<file path="config.mk">
export PLATFORM = sky130hd
export DESIGN_NAME = alu16
export DESIGN_NICKNAME = d
export VERILOG_FILES = /design/src/rtl/alu16.sv
export SDC_FILE = /design/constraint.sdc
export NUM_CORES = 1
export LEC_CHECK = 0
export ABC_AREA = 0
export ABC_CLOCK_PERIOD_IN_PS = 4700
export BUFFER_PORTS_ARGS = -buffer_cell sky130_fd_sc_hd__buf_2
export CAP_MARGIN = 0
export CELL_PAD_IN_SITES_DETAIL_PLACEMENT = 1
export CELL_PAD_IN_SITES_GLOBAL_PLACEMENT = 1
export CORE_UTILIZATION = 39
export DETAILED_ROUTE_END_ITERATION = 16
export PLACE_DENSITY = 0.82
export SKIP_CTS_REPAIR_TIMING = 1
export SYNTH_ARGS = -nofsm -noshare
export SYNTH_HDL_FRONTEND = slang
export SYNTH_SLANG_ARGS = --single-unit
</file>
<file path="constraint.sdc">
create_clock -name clk -period 4.7 [get_ports clk]
set_input_delay 0.47 -clock clk [delete_from_list [all_inputs] [get_ports clk]]
set_output_delay 0.47 -clock clk [all_outputs]
set_load 0.005 [all_outputs]
</file>
<file path="src/rtl/alu16.sv">
// alu16: 16-bit six-control-bit ALU with one registered output stage.
// Operands are optionally zeroed, optionally inverted, then added or ANDed,
// and the result is optionally inverted. Status flags are registered with
// the result; carry and overflow describe the adder before the final inversion.
module alu16 (
  input  logic        clk,
  input  logic        rst_n,
  input  logic [15:0] x,
  input  logic [15:0] y,
  input  logic [5:0]  c,
  input  logic        in_valid,
  output logic [15:0] out,
  output logic        out_valid,
  output logic        flag_z,
  output logic        flag_n,
  output logic        flag_c,
  output logic        flag_v
);

  // Control word fields.
  logic ex, nx, ey, ny, f, no;
  assign ex = c[5];
  assign nx = c[4];
  assign ey = c[3];
  assign ny = c[2];
  assign f  = c[1];
  assign no = c[0];

  // Zeroing happens before inversion, so ex=0/nx=1 yields all ones.
  // ex and ey are keep-enables: when one is low, its operand is forced to zero.
  logic [15:0] xb, yb;
  genvar gi;
  generate
    for (gi = 0; gi < 16; gi = gi + 1) begin : g_operand
      assign xb[gi] = (ex & x[gi]) ^ nx;
      assign yb[gi] = (ey & y[gi]) ^ ny;
    end
  endgenerate

  logic [16:0] sum;
  logic [15:0] r;
  logic [15:0] result_next;
  logic        carry_next;
  logic        ovf_next;

  // Function select, output inversion and adder status.
  always_comb begin
    sum         = {1'b0, xb} + {1'b0, yb};
    r           = f ? sum[15:0] : (xb & yb);
    result_next = no ? ~r : r;
    carry_next  = f & sum[16];
    ovf_next    = f & (xb[15] == yb[15]) & (sum[15] != xb[15]);
  end

  // Output register: reset wins over capture; idle cycles hold the result.
  always_ff @(posedge clk) begin
    if (!rst_n) begin
      out       <= 16'h0000;
      out_valid <= 1'b0;
      flag_z    <= 1'b1;
      flag_n    <= 1'b0;
      flag_c    <= 1'b0;
      flag_v    <= 1'b0;
    end else if (in_valid) begin
      out       <= result_next;
      out_valid <= 1'b1;
      flag_z    <= (result_next == 16'h0000);
      flag_n    <= result_next[15];
      flag_c    <= carry_next;
      flag_v    <= ovf_next;
    end else begin
      out_valid <= 1'b0;
    end
  end

endmodule

</file>
==> results summary <==
The run finished with clean final reports. The biggest fanout along the worst timing path is 16. The die covers 6450 um^2. The reg2reg setup slack is 3.91 ns. The number of enable flip-flop cells after synthesis came out at 0. The core region area came out at 5920 um^2. The number of synthesized register bits came out at 20. The tightest hold margin came out at a little under 0.5 ns. In this run the mean area of a mapped cell was 7.81 um^2. The number of clock buffers inserted by TritonCTS is 3. The data required time at the worst endpoint came out at 4.88 ns.

The first-pass GRT wire length came out at 10.2 mm. The number of failing hold endpoints at the final stage came out at 0. The total number of clock tree sinks is 20. The headroom to the max-slew limit came out at 0.611. The number of nets in the final layout came out at 410. The final worst clock skew is 0 ns. The number of maximum-capacitance constraint violations came out at 0. The number of distinct library cells after synthesis is 56. Fill cells in the final layout number 760.

The final instance count without filler cells came out at around 430. The starting density of the core came out at 0.404. The half-perimeter wire length after placement is 4.96 mm.

The final-layout setup total negative slack came out at 0 ns. In the post-route analysis, the smallest setup slack over all paths is 1.08 ns. Summed over all layers, the routed wires come to 6.02 mm. For this design the static power due to leakage is about 1.3 nW. The type of element launching the critical path is an input port.

The worst path arrival time is between 3 and 4 ns. The number of diodes came out at 0. During I/O placement, the number of pins put on the boundary was between 60 and 70. The delay contributed by the slowest stage of the critical path is 0.42 ns.

The share of the Yosys chip area taken by registers is 0.167. The routed length per instance is 14.1 um. Among all flip-flop cells after synthesis, the most frequent one is dfxtp_1.

The number of nets in the synthesized netlist is 364. The final RePlAce weighted congestion came out at 0.820. The tightest min-delay check is of the reg2reg type.

The total of warnings raised by yosys is 0. Traced cell by cell, the critical path runs through buf_2 -> xnor2_1 -> ha_1 -> fa_1 -> a21o_1 -> a221oi_2 -> a211oi_1 -> o32a_1 -> xor2_1 -> mux2i_1 -> and4b_1 -> o211ai_1 -> o31ai_2. At the later pin of the worst-skew pair, clock insertion delay measures 0.25 ns. The total of endpoints with negative setup slack in the final report came out at 0.

The core occupancy in the finished layout is 0.467. The count of nets left with antenna violations once routing finished came out at 0. The number of antenna violations at the first check in global routing is 0. The async set-reset flop share out of synthesis is 0. The count of placed standard cells including taps is 422. The overall routing resource usage is 0.197.

The total overflow left after global routing is 0. Static timing analysis puts the maximum clock frequency at 277 MHz. The minimum clock period is 3.62 ns. For this design, the slowest cell found on the critical path is fa_1. The worst setup path is captured at a flop.

The via count of the first global-routing pass is 2229. The worst vdd rail ir drop came out at 185 uV. Detailed routing inserted a total of 2269 vias. The longest clock path from root to sink contains 2 buffers. The post-synthesis instance total came out at 306. CTS built an H-tree with a depth of 1. The number of cell rows came out at 28.

Dividing total power by cell area gives a power density of 286 nW/um^2. The TritonCTS clock tree is done. The violation count after the first detailed-routing iteration is 57.

After clock tree synthesis, the clock-pin slew on the worst setup and hold paths is roughly 0.07 ns. The top cell type by total area after synthesis is xnor2_1. Broken down by cell family, the worst path's largest delay share belongs to compound AO/OA/AOI/OAI gates. The library cell used as clock root buffer is clkbuf_8. In this run the horizontal extent of the chip is 80.3 um. In the routed layout, each cell is associated on average with a via count of 5.33.

During placement, the flow inserted port buffers numbering 61. The area overhead of the layout relative to synthesis is 15.6%. In the finished design, the share of the clock period the worst path needs comes to 0.769. In the post-synthesis netlist, the biggest area contributors are xnor2_1 (18%), dfxtp_1 (17%), ha_1 (8.4%), mux2i_1 (8.4%), nand2_1 (6.8%). The area share of the largest cell type after synthesis came out at 0.179. The number of max-slew violations in the final report came out at 0. In the final layout, the share of cells above drive strength 1 is 0.205.

The sum of buffers and inverters on the critical path is 1. The DRC violations left is 0. The die height came out at 80.3 um. Entering global routing, the biggest net connects 29 pins. The post-place setup slack is 0.815 ns. The first detailed-routing pass ran for 4 iterations. The worst setup path is of the in2reg kind. Setup repair after global routing left no endpoint under its margin. The post-synthesis instance area came out at 2390 um^2. The slew of the pin with the lowest slew margin came out at between 0.5 and 0.6 ns.
[metal layers]
| layer | up-vias | part of all wire | track usage |
|---|---|---|---|
| met2 | 54 | 0.47 | 0.346 |
| met5 | - | 0 | 0 |
| li1 | 1155 | - | - |
| met4 | 0 | 0.0070 | 0.0518 |
| met3 | 4 | 0.035 | 0.0136 |
| met1 | 1056 | 0.49 | 0.258 |
[power breakdown]
part / switching (W) / internal, W / total [W]
Combinational: 0.000249 / 0.000210 / 0.000459
Sequential: 0.0000107 / 0.000191 / 0.000202
Clock: 0.0000551 / 0.0000745 / 0.000130
Total: 0.000315 / 0.000475 / 0.000791
[cell usage after synthesis (all sizes together) (2+ instances only)]
cell     n
dfxtp   20
a211oi   5
and3     3
ha      16
nor2    14
o221ai   2
xor2     6
xnor2   49
inv      5
nor2b   17
buf      8
and2     3
a21oi   13
nand2   43
o21a     2
clkbuf  12
nand3b   2
mux2i   20
and4b    2
a311oi   2
o211ai   2
a21o     6
a21boi   2
o211a    3
a221oi   2
nor3     5
o21ai    9
or4      2
nand3   10
[layout make-up]
cell class | instances | area [um^2] | area share
sequential | 20 | 400 | 0.145
multi-input combinational | 261 | 1890 | 0.684
timing repair buffer | 61 | 305 | 0.110
inverter | 5 | 18.8 | 0.00679
tap | 75 | 93.8 | 0.0339
clock buffer | 4 | 55.1 | 0.0199
[registers in the layout, indices dropped and copies added (netlist names)]
| register | flops |
|---|---|
| flag_c | 1 |
| flag_v | 1 |
| flag_z | 1 |
| out | 16 |
| out_valid | 1 |
[cell families (layout without fill, tap and decap cells)]
group | after synthesis | count (layout) | synth area share
muxes | 21 | 21 | 0.0884
and+or+nand+nor | 110 | 110 | 0.231
AOI/OAI and AO/OA | 58 | 58 | 0.178
xor gates and xnor gates | 55 | 55 | 0.201
adders and majority gates | 17 | 17 | 0.0921
DFF | 20 | 20 | 0.167
buffers and inverters | 25 | 70 | 0.0413
[through the flow]
step | power (W) | cell area [um^2]
2_1_floorplan | 0.000552 | 2390
5_1_grt | 0.000855 | 2770
4_1_cts | 0.000795 | 2770
3_3_place_gp | 0.000646 | 2710
6_report | 0.000791 | 2770
3_5_place_dp | 0.000662 | 2710
[cell usage in the layout, fill, tap and decap left out, types with 6 or more instances in the layout]
master	instances
o21ai_0	6
buf_2	61
mux2i_1	20
nand3_1	10
a21oi_1	13
xor2_1	6
nor2_1	14
ha_1	16
nand2_1	43
nor2b_1	17
dfxtp_1	20
xnor2_1	49
a21o_1	6
[path summary, 6_finish.rpt]
check	from	cells after the start	endpoint
worst max-delay path	c[2]	13	flag_z$_SDFFE_PN1P_
worst min-delay path	out[2]$_SDFFE_PN0P_	1	out[2]$_SDFFE_PN0P_
worst max register to register	flag_z$_SDFFE_PN1P_	2	flag_z$_SDFFE_PN1P_
worst min register to register	out[2]$_SDFFE_PN0P_	1	out[2]$_SDFFE_PN0P_
Note: power is estimated with default switching activity, not from simulation.
